File: src/rtl/rr_mux2_arbiter.sv
// rtl/rr_mux2_arbiter.sv - two-channel arbiter feeding a registered 2:1 mux stage
// Optional macro RR_MUX2_FIXED_PRIO_EN: A always wins contention, no round-robin pointer.
module rr_mux2_arbiter #(
  parameter int WIDTH = 1
) (
  input  logic             clk,
  input  logic             rst,
  input  logic [WIDTH-1:0] a_data,
  input  logic             a_valid,
  output logic             a_ready,
  input  logic [WIDTH-1:0] b_data,
  input  logic             b_valid,
  output logic             b_ready,
  output logic [WIDTH-1:0] y_data,
  output logic             y_valid,
  input  logic             y_ready,
  output logic             sel
);

  typedef enum logic {EMPTY = 1'b0, FULL = 1'b1} state_t;

  state_t           r_state;
  logic [WIDTH-1:0] r_y_data;
  logic             r_y_valid;
  logic             r_sel;

  logic             w_gnt_b;
  logic             w_any;
  logic             w_can_accept;
  logic             w_take;

`ifdef RR_MUX2_FIXED_PRIO_EN
  always_comb begin
    w_gnt_b = b_valid & ~a_valid;
  end
`else
  // r_last_b: 1 when B won the last accepted beat; reset to 1 so A wins first contention
  logic r_last_b;

  always_comb begin
    w_gnt_b = b_valid & (~a_valid | ~r_last_b);
  end

  always_ff @(posedge clk) begin
    if (rst) begin
      r_last_b <= 1'b1;
    end else if (w_take) begin
      r_last_b <= w_gnt_b;
    end
  end
`endif

  assign w_any        = a_valid | b_valid;
  // Drain-and-refill: a FULL stage being emptied this cycle can take a new beat
  assign w_can_accept = ~rst & ((r_state == EMPTY) | y_ready);
  assign w_take       = w_can_accept & w_any;

  assign a_ready = w_can_accept & a_valid & ~w_gnt_b;
  assign b_ready = w_can_accept & w_gnt_b;

  always_ff @(posedge clk) begin
    if (rst) begin
      r_state   <= EMPTY;
      r_y_valid <= 1'b0;
      r_y_data  <= '0;
      r_sel     <= 1'b0;
    end else begin
      case (r_state)
        EMPTY: begin
          if (w_take) begin
            r_y_data  <= w_gnt_b ? b_data : a_data;
            r_sel     <= w_gnt_b;
            r_y_valid <= 1'b1;
            r_state   <= FULL;
          end
        end
        FULL: begin
          if (w_take) begin
            r_y_data  <= w_gnt_b ? b_data : a_data;
            r_sel     <= w_gnt_b;
          end else if (y_ready) begin
            r_y_valid <= 1'b0;
            r_state   <= EMPTY;
          end
        end
        default: begin
          r_y_valid <= 1'b0;
          r_state   <= EMPTY;
        end
      endcase
    end
  end

  assign y_data  = r_y_data;
  assign y_valid = r_y_valid;
  assign sel     = r_sel;

endmodule

File: config.mk
export PLATFORM = sky130hd
export DESIGN_NAME = rr_mux2_arbiter
export DESIGN_NICKNAME = d
export VERILOG_FILES = /design/src/rtl/rr_mux2_arbiter.sv
export SDC_FILE = /design/constraint.sdc
export NUM_CORES = 1
export LEC_CHECK = 0
export ABC_AREA = 0
export BUFFER_PORTS_ARGS = -buffer_cell sky130_fd_sc_hd__buf_2
export CAP_MARGIN = 20
export CORE_AREA = 3 3 40 42
export DETAILED_ROUTE_END_ITERATION = 10
export DIE_AREA = 0 0 43 45
export PLACE_DENSITY = 0.49
export SLEW_MARGIN = 10
export SYNTH_ARGS = -nofsm -noshare
export SYNTH_HDL_FRONTEND = slang
export SYNTH_SLANG_ARGS = --single-unit
File: constraint.sdc
create_clock -name clk -period 1.82 [get_ports clk]
set_input_delay 0.273 -clock clk [delete_from_list [all_inputs] [get_ports clk]]
set_output_delay 0.273 -clock clk [all_outputs]
set_load 0.01 [all_outputs]
==> impl_metrics.csv <==
group,metric,value,unit
status,status,"finished clean",
timing,worst_pin_slew,0.199,ns
cts,post-cts-setup-buffer-count,0,
cts,holdBufCountCts,0,
worst_setup_path,path_buf_inv,1,
hold_path,min_from,"rst",
worst_setup_path,worstSetupStartpointType,"register",
drt,drt_wl_total,529,µm
floorplan,dieArea,0.00194,mm²
grt,grt_pass1_vias,223,
logic_synthesis,synth-edff-count,0,
drt,drtAntennaViolNets,0,
cts,h-tree-depth,1,
logic_synthesis,async_flop_share,0,
logic_synthesis,synth_top_area_share,0.419,
cells_and_area,fin_nets,51,
cts,cts_root_buf,"clkbuf_4",
worst_setup_path,cp_max_fo,3,
timing,finalCritPeriodShare,0.758,
worst_setup_path,crit_family,"flip-flops",
drt,vias,250,
cells_and_area,drive_gt1_frac,0.372,
cts,cts_sinks,5,
floorplan,row_count,13,
place,dp.cells,54,
grt,grt_max_degree,8,
cells_and_area,diodes,0,
logic_synthesis,synthCells,28,
place,port_buffers,11,
drt,drc,0,
logic_synthesis,synth.largest_area_cell,"dfxtp_1",
timing,hold_viol,0,
grt,antenna_found_initial,0,
logic_synthesis,ys_ff_latch,5,
grt,grt_remaining_overflow,0,
timing,setup_violations,0,
timing,timing.fmax,0.725,GHz
timing,fin_skew,0.000425,ns
grt,grt_pass1_wl,890,µm
hold_path,hp-class,"input port to register",
drt,dr.first_iter.drc_count,1,
floorplan,core-area,0.00128,mm²
logic_synthesis,post_synth_num_cell_types,18,
flow_run,maxCapViolCount,0,
drt,via_per_inst,4.31,
hold_path,holdPathStages,2,
worst_setup_path,worstPathRequired,1.55,ns
worst_setup_path,reg2reg_slack,0.85,ns
timing,slew_headroom,0.867,
place,finalWeightedCongestion,0.660,
cts,clk_pin_slew,0.05,ns
timing,layout_min_cycle_time,1.38,ns
logic_synthesis,synth.avg_cell_area,8.53,µm²
cts,cts_resized,0,
logic_synthesis,syn_area,239,µm²
worst_setup_path,r2r_end,"r_last_b",
power,power_per_cell_area,899,mW/mm²
logic_synthesis,yosysWarnings,0,
cts,numCtsBuffers,3,
logic_synthesis,synth_area_leaders,"dfxtp_1 (42%), a21oi_1 (6.3%), a21boi_2 (4.7%)",
worst_setup_path,slowest_delay,0.32,ns
power,vdd_drop_max,0.000245,V
timing,drv_slew,0,
cells_and_area,area_growth_syn_to_layout,41.9,%
floorplan,io_pins,12,
worst_setup_path,cp.arrival,1.11,ns
drt,drtPass1Iterations,2,
timing,final.setup.tns,0,ns
worst_setup_path,worst-setup-path-type,"register to output pin",
cells_and_area,n_fill_cell,141,
floorplan,die_width,43,µm
power,p_leak,0.164,nW
worst_setup_path,rr_worst_depth,3,
drt,wl_per_cell,9.12,µm
floorplan,dieHeight,45,µm
worst_setup_path,cp_cell_sequence,"a21boi_2 > nor3b_1 > buf_2",
cells_and_area,stdcell_count,58,
worst_setup_path,end_kind,"output pin",
hold_path,hold_end,"sel",
floorplan,floorplan.initialDensity,0.186,
worst_setup_path,cp_slowest_cell,"dfxtp_1",
cts,clock_latency,0.24,ns
logic_synthesis,syn_nets,35,
grt,grt.total_usage,0.0676,
cts,cts_max_path_buffers,2,
logic_synthesis,synth_ff_type,"dfxtp_1",
cts,cts_tree,"done",
timing,rsz0062_at_grt,"false",
worst_setup_path,r2r_start,"r_state",
logic_synthesis,yosysSeqAreaShare,0.419,
final cells by class:
cell class / count / area (µm²) / area share
Multi-Input combinational cell: 22 / 135 / 0.399
Inverter: 1 / 3.75 / 0.0111
Timing Repair Buffer: 11 / 55.1 / 0.162
Tap cell: 15 / 18.8 / 0.0554
Clock buffer: 4 / 26.3 / 0.0775
Sequential cell: 5 / 100 / 0.295
layout by cell type (no fill, tap or decap):
cell type	netlist	final
a311oi_1	1	1
mux2i_1	1	1
a31oi_1	1	1
buf_2	0	11
nand2_1	3	3
dfxtp_1	5	5
nor3_1	1	1
o21a_1	1	1
and2b_1	1	1
a21oi_1	3	3
a211o_1	1	1
nor3b_1	1	1
nor2_1	3	3
clkbuf_1	0	1
o21ai_0	1	1
clkbuf_4	0	3
or2_2	1	1
nand2b_1	1	1
inv_1	1	1
a21boi_2	1	1
or2b_1	1	1
state kept, by name (all words and copies together), names as in the netlist:
| register | cells |
|---|---|
| r_state | 1 |
| r_last_b | 1 |
| y_valid | 1 |
| sel | 1 |
| y_data | 1 |
per-layer routing:
metal  up-vias  GRT usage  wire, µm
li1        131          -         -
met1       102     0.0874       289
met2        13     0.0749       166
met3         4     0.0319        59
met4         0     0.0723        13
met5         -          0         0
stage by stage:
| stage | total power [mW] | cell area, µm² | util | hold WS [ns] | setup WS, ns |
|---|---|---|---|---|---|
| 3_3_place_gp | 0.177 | 313 | 0.243 | 0.454 | 0.576 |
| 5_1_grt | 0.325 | 339 | 0.264 | 0.294 | 0.338 |
| 4_1_cts | 0.312 | 339 | 0.264 | 0.281 | 0.439 |
| 6_report | 0.305 | 339 | 0.264 | 0.290 | 0.440 |
| 2_1_floorplan | 0.154 | 239 | - | 0.342 | 0.738 |
| 3_5_place_dp | 0.176 | 313 | 0.243 | 0.452 | 0.597 |
worst max path at each step:
stage,start,end,slack (ns),depth (start not counted)
5_1_grt,r_last_b,b_ready,0.34,3
4_1_cts,r_last_b,b_ready,0.44,3
6_report,r_last_b,b_ready,0.44,3
3_5_place_dp,a_valid,b_ready,0.60,4
2_1_floorplan,r_state,b_ready,0.74,2
3_3_place_gp,a_valid,b_ready,0.58,4
Yosys cell counts, types with 3 or more instances:
master   instances
a21oi_1          3
nor2_1           3
dfxtp_1          5
nand2_1          3
power by group:
part / switching (mW) / internal [mW] / leakage [nW]
clock network: 0.0479 / 0.0830 / 0.0150
logic: 0.0253 / 0.0240 / 0.107
registers: 0.00515 / 0.119 / 0.0417
cell families (layout without fill, tap and decap cells):
group | count (synthesis) | after routing | share of synthesized area
and+or+nand+nor | 12 | 12 | 0.262
AOI/OAI and AO/OA | 9 | 9 | 0.262
DFF | 5 | 5 | 0.419
muxes | 1 | 1 | 0.0419
buffers and inverters | 1 | 16 | 0.0157
No activity file was read; power rests on OpenSTA's default activity.
